==> src/rtl/apb_reg_responder_pkg.sv <==
// Shared types and constants for the APB register responder and its register bank.
package apb_reg_responder_pkg;

    localparam int LANE_W      = 8;
    localparam int WORD_OFFSET = 2;

    typedef enum logic [1:0] {
        ST_IDLE   = 2'd0,
        ST_ACCESS = 2'd1,
        ST_DONE   = 2'd2
    } state_e;

endpackage

==> src/rtl/apb_reg_bank.sv <==
// Word register array with per-byte write strobes and an indexed read port.
module apb_reg_bank
    import apb_reg_responder_pkg::*;
#(
    parameter int                    DATA_WIDTH = 32,
    parameter int                    NUM_REGS   = 16,
    parameter int                    IDX_W      = 10,
    parameter logic [DATA_WIDTH-1:0] RESET_VAL  = '0
) (
    input  logic                           clk,
    input  logic                           rst_n,
    input  logic                           wr_en,
    input  logic [IDX_W-1:0]               wr_idx,
    input  logic [DATA_WIDTH-1:0]          wr_data,
    input  logic [DATA_WIDTH/LANE_W-1:0]   wr_strb,
    input  logic [IDX_W-1:0]               rd_idx,
    output logic [DATA_WIDTH-1:0]          rd_data,
    output logic [NUM_REGS*DATA_WIDTH-1:0] regs_flat
);

    localparam int STRB_W = DATA_WIDTH / LANE_W;

    genvar gi;
    generate
        for (gi = 0; gi < NUM_REGS; gi++) begin : g_reg
            logic [DATA_WIDTH-1:0] word_reg;
            logic                  hit;

            assign hit = wr_en && (wr_idx == IDX_W'(gi));

            always_ff @(posedge clk or negedge rst_n) begin
                if (!rst_n) begin
                    word_reg <= RESET_VAL;
                end else if (hit) begin
                    for (int b = 0; b < STRB_W; b++) begin
                        if (wr_strb[b]) begin
                            word_reg[b*LANE_W +: LANE_W] <= wr_data[b*LANE_W +: LANE_W];
                        end
                    end
                end
            end

            assign regs_flat[gi*DATA_WIDTH +: DATA_WIDTH] = word_reg;
        end
    endgenerate

    // Out-of-range indices read as zero; the top never uses them anyway.
    always_comb begin
        rd_data = '0;
        for (int i = 0; i < NUM_REGS; i++) begin
            if (rd_idx == IDX_W'(i)) begin
                rd_data = regs_flat[i*DATA_WIDTH +: DATA_WIDTH];
            end
        end
    end

endmodule

==> src/rtl/apb_reg_responder.sv <==
// APB slave exposing NUM_REGS word registers with programmable wait states.
// Optional privilege check on writes enabled by APB_REG_RESPONDER_PROT_EN.
module apb_reg_responder
    import apb_reg_responder_pkg::*;
#(
    parameter int                    ADDR_WIDTH  = 12,
    parameter int                    DATA_WIDTH  = 32,
    parameter int                    NUM_REGS    = 16,
    parameter int                    WAIT_CYCLES = 0,
    parameter logic [DATA_WIDTH-1:0] RESET_VAL   = '0
) (
    input  logic                           clk_i,
    input  logic                           rst_ni,
    input  logic                           psel_i,
    input  logic                           penable_i,
    input  logic                           pwrite_i,
    input  logic [ADDR_WIDTH-1:0]          paddr_i,
    input  logic [DATA_WIDTH-1:0]          pwdata_i,
    input  logic [DATA_WIDTH/8-1:0]        pstrb_i,
`ifdef APB_REG_RESPONDER_PROT_EN
    input  logic [2:0]                     pprot_i,
`endif
    output logic [DATA_WIDTH-1:0]          prdata_o,
    output logic                           pready_o,
    output logic                           pslverr_o,
    output logic [NUM_REGS*DATA_WIDTH-1:0] regs_o
);

    localparam int         IDX_W     = ADDR_WIDTH - WORD_OFFSET;
    localparam logic [3:0] WAIT_INIT = 4'(WAIT_CYCLES);

    state_e               state_reg, state_next;
    logic [3:0]           wait_cnt_reg, wait_cnt_next;
    logic [IDX_W-1:0]     word_idx;
    logic                 addr_err, prot_err, xfer_err;
    logic                 complete, wr_en;
    logic [DATA_WIDTH-1:0] rd_data;

    assign word_idx = paddr_i[ADDR_WIDTH-1:WORD_OFFSET];
    assign addr_err = (paddr_i[WORD_OFFSET-1:0] != '0)
                   || ({1'b0, word_idx} >= (IDX_W+1)'(NUM_REGS));

`ifdef APB_REG_RESPONDER_PROT_EN
    assign prot_err = pwrite_i && !pprot_i[0];
`else
    assign prot_err = 1'b0;
`endif

    assign xfer_err = addr_err || prot_err;

    // The completing access cycle is the one where the wait budget is spent.
    assign complete = (state_reg == ST_ACCESS) && psel_i && penable_i && (wait_cnt_reg == '0);
    assign wr_en    = complete && pwrite_i && !xfer_err;

    assign pready_o  = complete;
    assign pslverr_o = complete && xfer_err;
    assign prdata_o  = (complete && !pwrite_i && !xfer_err) ? rd_data : '0;

    always_comb begin
        state_next    = state_reg;
        wait_cnt_next = wait_cnt_reg;
        case (state_reg)
            ST_IDLE: begin
                if (psel_i && !penable_i) begin
                    state_next    = ST_ACCESS;
                    wait_cnt_next = WAIT_INIT;
                end
            end
            ST_ACCESS: begin
                if (!psel_i) begin
                    state_next    = ST_IDLE;
                    wait_cnt_next = '0;
                end else if (complete) begin
                    state_next = ST_DONE;
                end else if (wait_cnt_reg != '0) begin
                    wait_cnt_next = wait_cnt_reg - 4'd1;
                end
            end
            ST_DONE: begin
                state_next = ST_IDLE;
            end
            default: begin
                state_next    = ST_IDLE;
                wait_cnt_next = '0;
            end
        endcase
    end

    always_ff @(posedge clk_i or negedge rst_ni) begin
        if (!rst_ni) begin
            state_reg    <= ST_IDLE;
            wait_cnt_reg <= '0;
        end else begin
            state_reg    <= state_next;
            wait_cnt_reg <= wait_cnt_next;
        end
    end

    apb_reg_bank #(
        .DATA_WIDTH (DATA_WIDTH),
        .NUM_REGS   (NUM_REGS),
        .IDX_W      (IDX_W),
        .RESET_VAL  (RESET_VAL)
    ) u_bank (
        .clk       (clk_i),
        .rst_n     (rst_ni),
        .wr_en     (wr_en),
        .wr_idx    (word_idx),
        .wr_data   (pwdata_i),
        .wr_strb   (pstrb_i),
        .rd_idx    (word_idx),
        .rd_data   (rd_data),
        .regs_flat (regs_o)
    );

endmodule
==> config.mk <==
export PLATFORM = sky130hd
export DESIGN_NAME = apb_reg_responder
export DESIGN_NICKNAME = d
export VERILOG_FILES = /design/src/rtl/apb_reg_responder_pkg.sv /design/src/rtl/apb_reg_bank.sv /design/src/rtl/apb_reg_responder.sv
export SDC_FILE = /design/constraint.sdc
export NUM_CORES = 1
export LEC_CHECK = 0
export CELL_PAD_IN_SITES_DETAIL_PLACEMENT = 1
export CELL_PAD_IN_SITES_GLOBAL_PLACEMENT = 1
export CORE_MARGIN = 5
export CORE_UTILIZATION = 40
export CTS_CLUSTER_SIZE = 40
export DETAILED_ROUTE_END_ITERATION = 10
export PLACE_DENSITY = 0.83
export SETUP_SLACK_MARGIN = 0.15
export SYNTH_ARGS = -nofsm -noshare
export SYNTH_HDL_FRONTEND = slang
export SYNTH_SLANG_ARGS = --single-unit
==> constraint.sdc <==
create_clock -name clk_i -period 3.6 [get_ports clk_i]
set_input_delay 0.72 -clock clk_i [delete_from_list [all_inputs] [get_ports clk_i]]
set_output_delay 0.72 -clock clk_i [all_outputs]
set_load 0.005 [all_outputs]
# --- Word level (Yosys, flattened, before mapping) ---
# Cells that the tools add are included.
totals:
  ff_bits: 518
  out_inout_bits: 546
  wordCells: 216
classes:
  add_sub_neg: 1
  magnitude_cmp: 1
  eq_ne: 21
  n_mux: 26
  n_bitwise: 1
  n_reduce_logical: 100
op_table:
  columns: ["operator", "count"]
  rows:
  - ["$mux 32", 17]
  - ["$reduce_and 2->1", 65]
  - ["$eq 10x4->1 const B", 8]
  - ["$eq 10x3->1 const B", 4]
  - ["$logic_and 1x1->1", 25]
  - ["$eq 10x2->1 const B", 2]
  - ["$mux 4", 4]
  - ["$pmux 4 s3", 1]
  - ["$eq 10x1->1 const B", 1]
  - ["$ge 10x5->1 const B", 1]
  - ["$logic_not 10->1", 1]
  - ["$mux 2", 3]
  - ["$ne 3x3->1 const B", 2]
  - ["$logic_not 4->1", 1]
  - ["$pmux 2 s2", 1]
  - ["$reduce_and 4->1", 1]
  - ["$reduce_bool 4->1", 1]
  - ["$sub 4x1->4 const B", 1]
  - ["$logic_not 1->1", 3]
  - ["$ne 3x2->1 const B", 1]
  - ["$eq 2x1->1 const B", 1]
  - ["$eq 2x2->1 const B", 1]
  - ["$logic_not 2->1", 1]
  - ["$ne 2x2->1 const B", 1]
  - ["other kinds (3)", 3]

# --- Logic depth before layout (Yosys ltp) ---
# Gate-level depths: netlist (run 1).
logic_depth:
  depth_word: 18
  depth_mapped: 10

# --- Modules after synthesis ---
# Synthesis (run 1) repeated with hierarchy kept, for this count alone.
hier_totals:
  cells_unflattened: 2041
  hier_area_um2: 25339.3
modules_own_cells:
  columns: ["module", "instances", "cells_per_inst", "area_per_inst_um2", "seq_area_each_um2"]
  rows:
  - ["apb_reg_bank", 1, 1933, 24449.7, 12812.3]
  - ["apb_reg_responder", 1, 108, 889.6, 150.1]

# --- Least setup slack after synthesis (run 1) ---
# Ideal clock, no wire load.
synth_path:
  kind: "input to output"
  startpoint: "in paddr_i[11]"
  endpoint: "out prdata_o[15]"
  t_arrival_ns: 2.602
  t_required_ns: 2.880
  slack_ns: 0.278
  path_stages: 7
  path_buffers: 2
  cell_sequence: "or4_4 > buf_6 > nor4_4 > nand4b_2 > or3_1 > clkbuf_1 > o32ai_1"
synth_between:
  elab_chain_cells: 18
  word_cells_on_any_way: 37
synth_rtl:
  columns: ["item", "line_no", "text"]
  rows:
  - ["start, declared", "apb_reg_responder.sv:17", "input logic [ADDR_WIDTH-1:0] paddr_i,"]
  - ["$logic_not 10->1", "apb_reg_bank.sv:51", "if (rd_idx == IDX_W'(i)) begin"]
  - ["$mux 32 (16 in series)", "apb_reg_bank.sv:51", null]
  - ["$mux 32 (*)", "apb_reg_responder.sv:57", "assign prdata_o = (complete && !pwrite_i && !xfer_err) ? rd_data : '0;"]
  - ["end, declared", "apb_reg_responder.sv:23", "output logic [DATA_WIDTH-1:0] prdata_o,"]
# Mark *: on every way between the ends. The rest lies on a longest branch, timed or not.

# --- Final worst setup path (run 1) ---
layout_path:
  startpoint: "reg u_bank.g_reg[0].word_reg[14]"
  endpoint: "out prdata_o[14]"
layout_between:
  elab_chain_cells: 17
layout_rtl:
  columns: ["item", "line_no", "text"]
  rows:
  - ["start, declared", "apb_reg_bank.sv:26", "logic [DATA_WIDTH-1:0] word_reg;"]
  - ["start signal, assigned by index", "apb_reg_bank.sv:37", "word_reg[b*LANE_W +: LANE_W] <= wr_data[b*LANE_W +: LANE_W];"]
  - ["$mux 32 (16 in series)", "apb_reg_bank.sv:51", null]
  - ["$mux 32", "apb_reg_responder.sv:57", null]
# Every way passes these cells.

==> results of run 1 <==
==> repair_timing <==
action | CTS | global route
gates resized for setup | 426 | 109
endpoints found under the setup margin | 34 | 32
pin swaps | 70 | 61
setup buffers | 47 | 29
cloned | 6 | 0
hold buffers | 0 | 0
==> cells by family after synthesis <==
| logic type | share of synthesized area |
|---|---|
| flops | 0.512 |
| mux | 0.277 |
| xor+xnor | 0.000346 |
| fa+ha+maj | 0.000494 |
| compound gates | 0.0993 |
| buf+inv | 0.0240 |
| simple gates | 0.0868 |
==> synth_stat cells, types with 4 or more instances <==
library cell  number
a2111oi_0          6
a211oi_1          22
a21oi_1           74
a221o_1            4
a221oi_1           8
a222oi_1           7
a22o_1            22
a22oi_1           37
a2bb2oi_1          6
a311oi_1           4
a31oi_1            6
a32oi_1            5
and2_1            11
buf_1             12
buf_2             29
clkbuf_1          84
dfrtp_1          518
inv_1             16
mux2_1            19
mux2_2           428
mux2_4            64
mux2i_1           33
mux4_2            30
nand2_1           91
nand2_8            4
nand2b_1          11
nand3_1           21
nand4_1            4
nor2_1            77
nor2_2            35
nor2_4             4
nor2_8            24
nor2b_1           10
nor3_1            14
nor4_1             8
o21a_1            15
o21ai_0           80
o221ai_1           8
o22ai_1           23
o2bb2ai_1          5
o31ai_1            4
o32ai_1           15
or2_2              4
==> area by class of cell <==
| cell class | count | area (sq um) |
|---|---|---|
| Antenna cell | 2 | 5.00 |
| Clock buffer | 79 | 1620 |
| Clock inverter | 26 | 360 |
| Fill cell | 6039 | 23300 |
| Inverter | 17 | 63.8 |
| Multi-Input combinational cell | 1290 | 13100 |
| Sequential cell | 518 | 13000 |
| Tap cell | 846 | 1060 |
| Timing Repair Buffer | 999 | 10400 |
==> metal layers <==
| layer | GRT usage | part of all wire |
|---|---|---|
| met1 | 0.488 | 0.36 |
| met2 | 0.609 | 0.45 |
| met3 | 0.127 | 0.11 |
| met4 | 0.229 | 0.076 |
| met5 | 0 | 0.00030 |
==> power by group through the flow <==
stage / Clock (mW) / Sequential [mW] / Combinational [mW]
finish: 6.39 / 5.85 / 1.07
global placement: 0 / 5.95 / 0.843
floorplan: 0 / 5.95 / 0.297
global route: 6.63 / 5.84 / 1.10
CTS: 6.35 / 5.85 / 0.985
detailed placement: 0 / 5.96 / 0.877
==> through the flow <==
stage           util  cell area (sq um)  setup WS, ns
2_1_floorplan      -              25300         0.278
3_3_place_gp   0.558              35000         -1.73
3_5_place_dp   0.558              35000         -1.72
4_1_cts        0.617              38800        -0.229
5_1_grt        0.630              39600        -0.353
6_report       0.630              39600        -0.329
==> worst paths after layout <==
kind / from / to / slack, ns / depth (start not counted)
setup / recovery: u_bank.g_reg[0].word_reg[14] / prdata_o[14] / -0.33 / 9
hold / removal: rst_ni / u_bank.g_reg[3].word_reg[14] / 0.14 / 1
setup reg to reg: state_reg[1] / u_bank.g_reg[0].word_reg[14] / 0.89 / 9
hold reg to reg: u_bank.g_reg[0].word_reg[19] / u_bank.g_reg[0].word_reg[19] / 0.54 / 1
max in group asynchronous: rst_ni / u_bank.g_reg[3].word_reg[23] / 2.36 / 3
min in group clk_i: u_bank.g_reg[0].word_reg[19] / u_bank.g_reg[0].word_reg[19] / 0.54 / 1
==> critical path: cells and delay by family (launching register included) <==
family	cells	cell delay, ns
AOI/OAI and AO/OA	4	0.88
buffers and inverters	3	0.44
DFF	1	0.40
and+or+nand+nor	2	0.85
==> results.cfg, run 1 <==
[power]
seqPwrFrac = 0.439
swShare = 0.255
clkPwrFrac = 0.480
combPwrFrac = 0.080
p_leak_nw = 18.1
p_per_area_nw_per_um2 = 336
ir_worst_vdd_uv = 292
internal_power_mw = 9.92
p_sw_mw = 3.39
power_mw = 13.3

[cells_and_area]
final_cell_mix = 552 x clkdlybuf4s50_1, 518 x dfrtp_1, 428 x mux2_2
largest_reg_flops = 512
final_common_cell = clkdlybuf4s50_1
drive_gt1_frac = 0.444
final_cells = 3777
fin_nets = 2936
area_growth_pct = 56.4

[global_route]
grt_pass1_vias = 25900
grt_max_degree = 80
grt_pass1_wl_um = 196000
antenna_found_initial = 6
grt_use_total = 0.394
grt_overflow = 0

[yosys]
synth_fp_nets = 2007
yosysSeqAreaShare = 0.512
synth_cells = 1953
synth_edf_count = 0
yosysTopAreaCellShare = 0.512
ys_ff_latch = 518
postSynthAreaPerCell_sq_um = 13.0
synthFlopType = dfrtp_1
synth_warnings = 0
synthDistinctLibCells = 80
yosysTopAreaCell = dfrtp_1
synth_area_sq_um = 25300
ys_top_cells_by_area = dfrtp_1 51%, mux2_2 19%, mux2_4 3.8%
async_flop_share = 1.00

[sta]
finalSetupTns_ns = -3.66
rsz0062_at_grt = true
fin_ws_ns = -0.329
fin_crit_sh = 1.09
hold_viol = 0
relSlewSlack = 0.400
fmax_mhz = 254
timing.final.crit_period_ns = 3.93
tightest_slew_ns = 0.897
hold_ws_ns = 0.135
setup_viol = 22
clock_skew_ns = 0.0275
drv_slew = 0

[clocking]
numCtsBuffers = 56
htreeDepth = 2
cts_tree = yes
worstSkewPairLatency_ns = 0.64
clk_pin_slew_ns = 0.06
cts-root-buf = clkbuf_16
clk_path_buf_depth = 3
cts_sinks = 518

[floorplanning]
io_pins = 599
die_h_um = 262
core-area_sq_um = 62900
die_w_um = 262
rows = 92
start_util = 0.403
die_area_sq_um = 68400

[detailed_routing]
ant_nets = 0
drt_iter0_drc = 2583
avgRoutedWirePerCell_um = 38.3
vias_per_cell = 6.45
dr.pass1.iters = 6
wl_um = 145000
drcViolationCount = 0
vias = 24400

[flow_run]
cap_violations = 0

[critical_path]
path_max_fanout = 2
crit_top_cell = buf_4
cp.arrival_ns = 3.21
worst_setup_path_start_kind = flop
critPathRequiredTime_ns = 2.88
cp_slowest_stage_delay_ns = 0.44
worstPathCellList = or3b_4, a311oi_2, buf_4, o21a_1, a221oi_2, or3_4, a2111oi_4, buf_4, buf_6
critPathCaptureType = output pin
slowest_stage = or3b_4
crit_type = reg -> out

[placed_design]
port_buffers = 598
hpwl_um = 96900
dpl.cell_count = 3588
gp_congestion = 0.970

[status]
status = finished with violations
violations = setup timing

[worst_hold_path]
min_path_type = in -> async
No activity file was read; power rests on OpenSTA's default activity.
==> run 2: changes to the inputs <==
Settings changed: GPL_TIMING_DRIVEN set to 0.
==> results.cfg, run 2 (synthesis gave the netlist of run 1 again) <==
[cells_and_area]
largest_reg_flops = 512
fin_nets = 2802
nFillCells = 6125
final_cell_area_sq_um = 38200
final_cell_mix = 553 x clkdlybuf4s50_1, 517 x dfrtp_1, 428 x mux2_2
area_growth_pct = 50.9
final_common_cell = clkdlybuf4s50_1
drive_gt1_frac = 0.404

[sta]
fin_crit_sh = 1.08
relSlewSlack = 0.309
clock_skew_ns = 0.0230
rsz0062_at_grt = true
hold_ws_ns = 0.0166
fin_ws_ns = -0.273
drv_slew = 0
fmax_mhz = 258
tightest_slew_ns = 1.03
hold_viol = 0
setup_viol = 26
timing.final.crit_period_ns = 3.87

[status]
violations = setup timing
status = finished with violations

[critical_path]
crit_type = in -> out
critPathCaptureType = output pin
path_max_fanout = 10
worst_setup_path_start_kind = primary input
critPathRequiredTime_ns = 2.88
cp.arrival_ns = 3.15

[floorplanning]
core-area_sq_um = 62900
die_w_um = 262
rows = 92
die_h_um = 262
io_pins = 599
die_area_sq_um = 68400
start_util = 0.403

[global_route]
antenna_found_initial = 14
grt_overflow = 0
grt_pass1_vias = 25500
grt_use_total = 0.437
grt_pass1_wl_um = 209000
grt_max_degree = 127

[detailed_routing]
vias_per_cell = 6.72
avgRoutedWirePerCell_um = 43.4
drt_iter0_drc = 3177
dr.pass1.iters = 7
ant_nets = 0
drcViolationCount = 0
wl_um = 158000
vias = 24500

[clocking]
worstSkewPairLatency_ns = 0.65
numCtsBuffers = 57
cts_tree = yes
clk_path_buf_depth = 3
hold_buffers = 0
cts_sinks = 518
cts-root-buf = clkbuf_16
clk_pin_slew_ns = 0.06
htreeDepth = 2

[worst_hold_path]
min_path_type = in -> async

[power]
power_mw = 13.3
ir_worst_vdd_uv = 261
p_leak_nw = 17.2
p_per_area_nw_per_um2 = 348

[placed_design]
gp_congestion = 0.948
pre_cts_ws_ns = -3.77
hpwl_um = 102000
port_buffers = 598
dpl_cell_area_sq_um = 32600

[flow_run]
cap_violations = 0
-- run 2: cell types whose count changed in the layout (fill, tap and decap cells not counted), moves of 7 or more --
cell       change
buf_12        -47
clkbuf_1      +34
diode_2        +8
clkbuf_8      +22
buf_16        +10
clkbuf_16     +18
buf_8         +13
buf_4        -155
clkbuf_4       +7
buf_6         -48
buf_2         +19
-- run 2: per-stage QoR --
step                cells  utilization  setup TNS, ns
floorplan            1953            -              0
global placement     3397        0.515              -
detailed placement   3407        0.518        -747.94
CTS                  3599        0.592          -2.96
global route         3640        0.607          -3.03
finish               3649        0.607          -2.79
-- run 2: where the power goes --
| part | switching, mW | leakage [nW] | internal [mW] |
|---|---|---|---|
| clock | 2.71 | 0.933 | 3.53 |
| combinational | 0.835 | 9.11 | 0.366 |
| sequential | 0.0187 | 7.17 | 5.83 |
-- run 2: worst max-delay path, cell delays in order --
cell,delay (ns)
buf_2,0.21
nor2b_1,0.19
buf_2,0.35
clkbuf_4,0.47
a22oi_1,0.14
o22ai_1,0.25
a21oi_1,0.14
o21ai_1,0.30
o221a_4,0.27
buf_6,0.10
-- run 2: per-layer routing --
metal | vias up | part of all wire | GRT usage
met2 | 2280 | 0.43 | 0.645
met4 | 18 | 0.089 | 0.302
met3 | 797 | 0.14 | 0.177
met1 | 12600 | 0.35 | 0.521
li1 | 8880 | - | -
met5 | - | 0.0012 | 0
-- run 2: final timing paths --
check | from | endpoint | slack (ns) | cells past startpoint
min in group clk_i | psel_i | state_reg[0] | 0.46 | 3
max in group asynchronous | rst_ni | u_bank.g_reg[14].word_reg[2] | 2.00 | 3
worst min register to register | u_bank.g_reg[2].word_reg[21] | u_bank.g_reg[2].word_reg[21] | 0.53 | 1
worst max register to register | wait_cnt_reg[0] | u_bank.g_reg[3].word_reg[11] | 0.57 | 10
worst min-delay path | rst_ni | u_bank.g_reg[5].word_reg[10] | 0.02 | 1
worst max-delay path | paddr_i[3] | prdata_o[9] | -0.27 | 10
-- run 2: timing repair --
item / in CTS / in global routing
endpoints found under the setup margin: 546 / 34
buffers inserted: 90 / 39
gates cloned: 0 / 1
pin swaps: 55 / 55
gates resized for setup: 683 / 152
-- run 2: area by class of cell --
cell class                 count  area [sq um]  area share
multi-input combinational   1291         13100       0.343
timing repair buffer         737          7390       0.194
inverter                      17          72.6     0.00190
buffer                       126          1670      0.0438
antenna                       10          25.0    0.000656
clock buffer                  84          1690      0.0443
tap                          846          1060      0.0277
sequential                   518         13000       0.340
clock inverter                20           214     0.00560
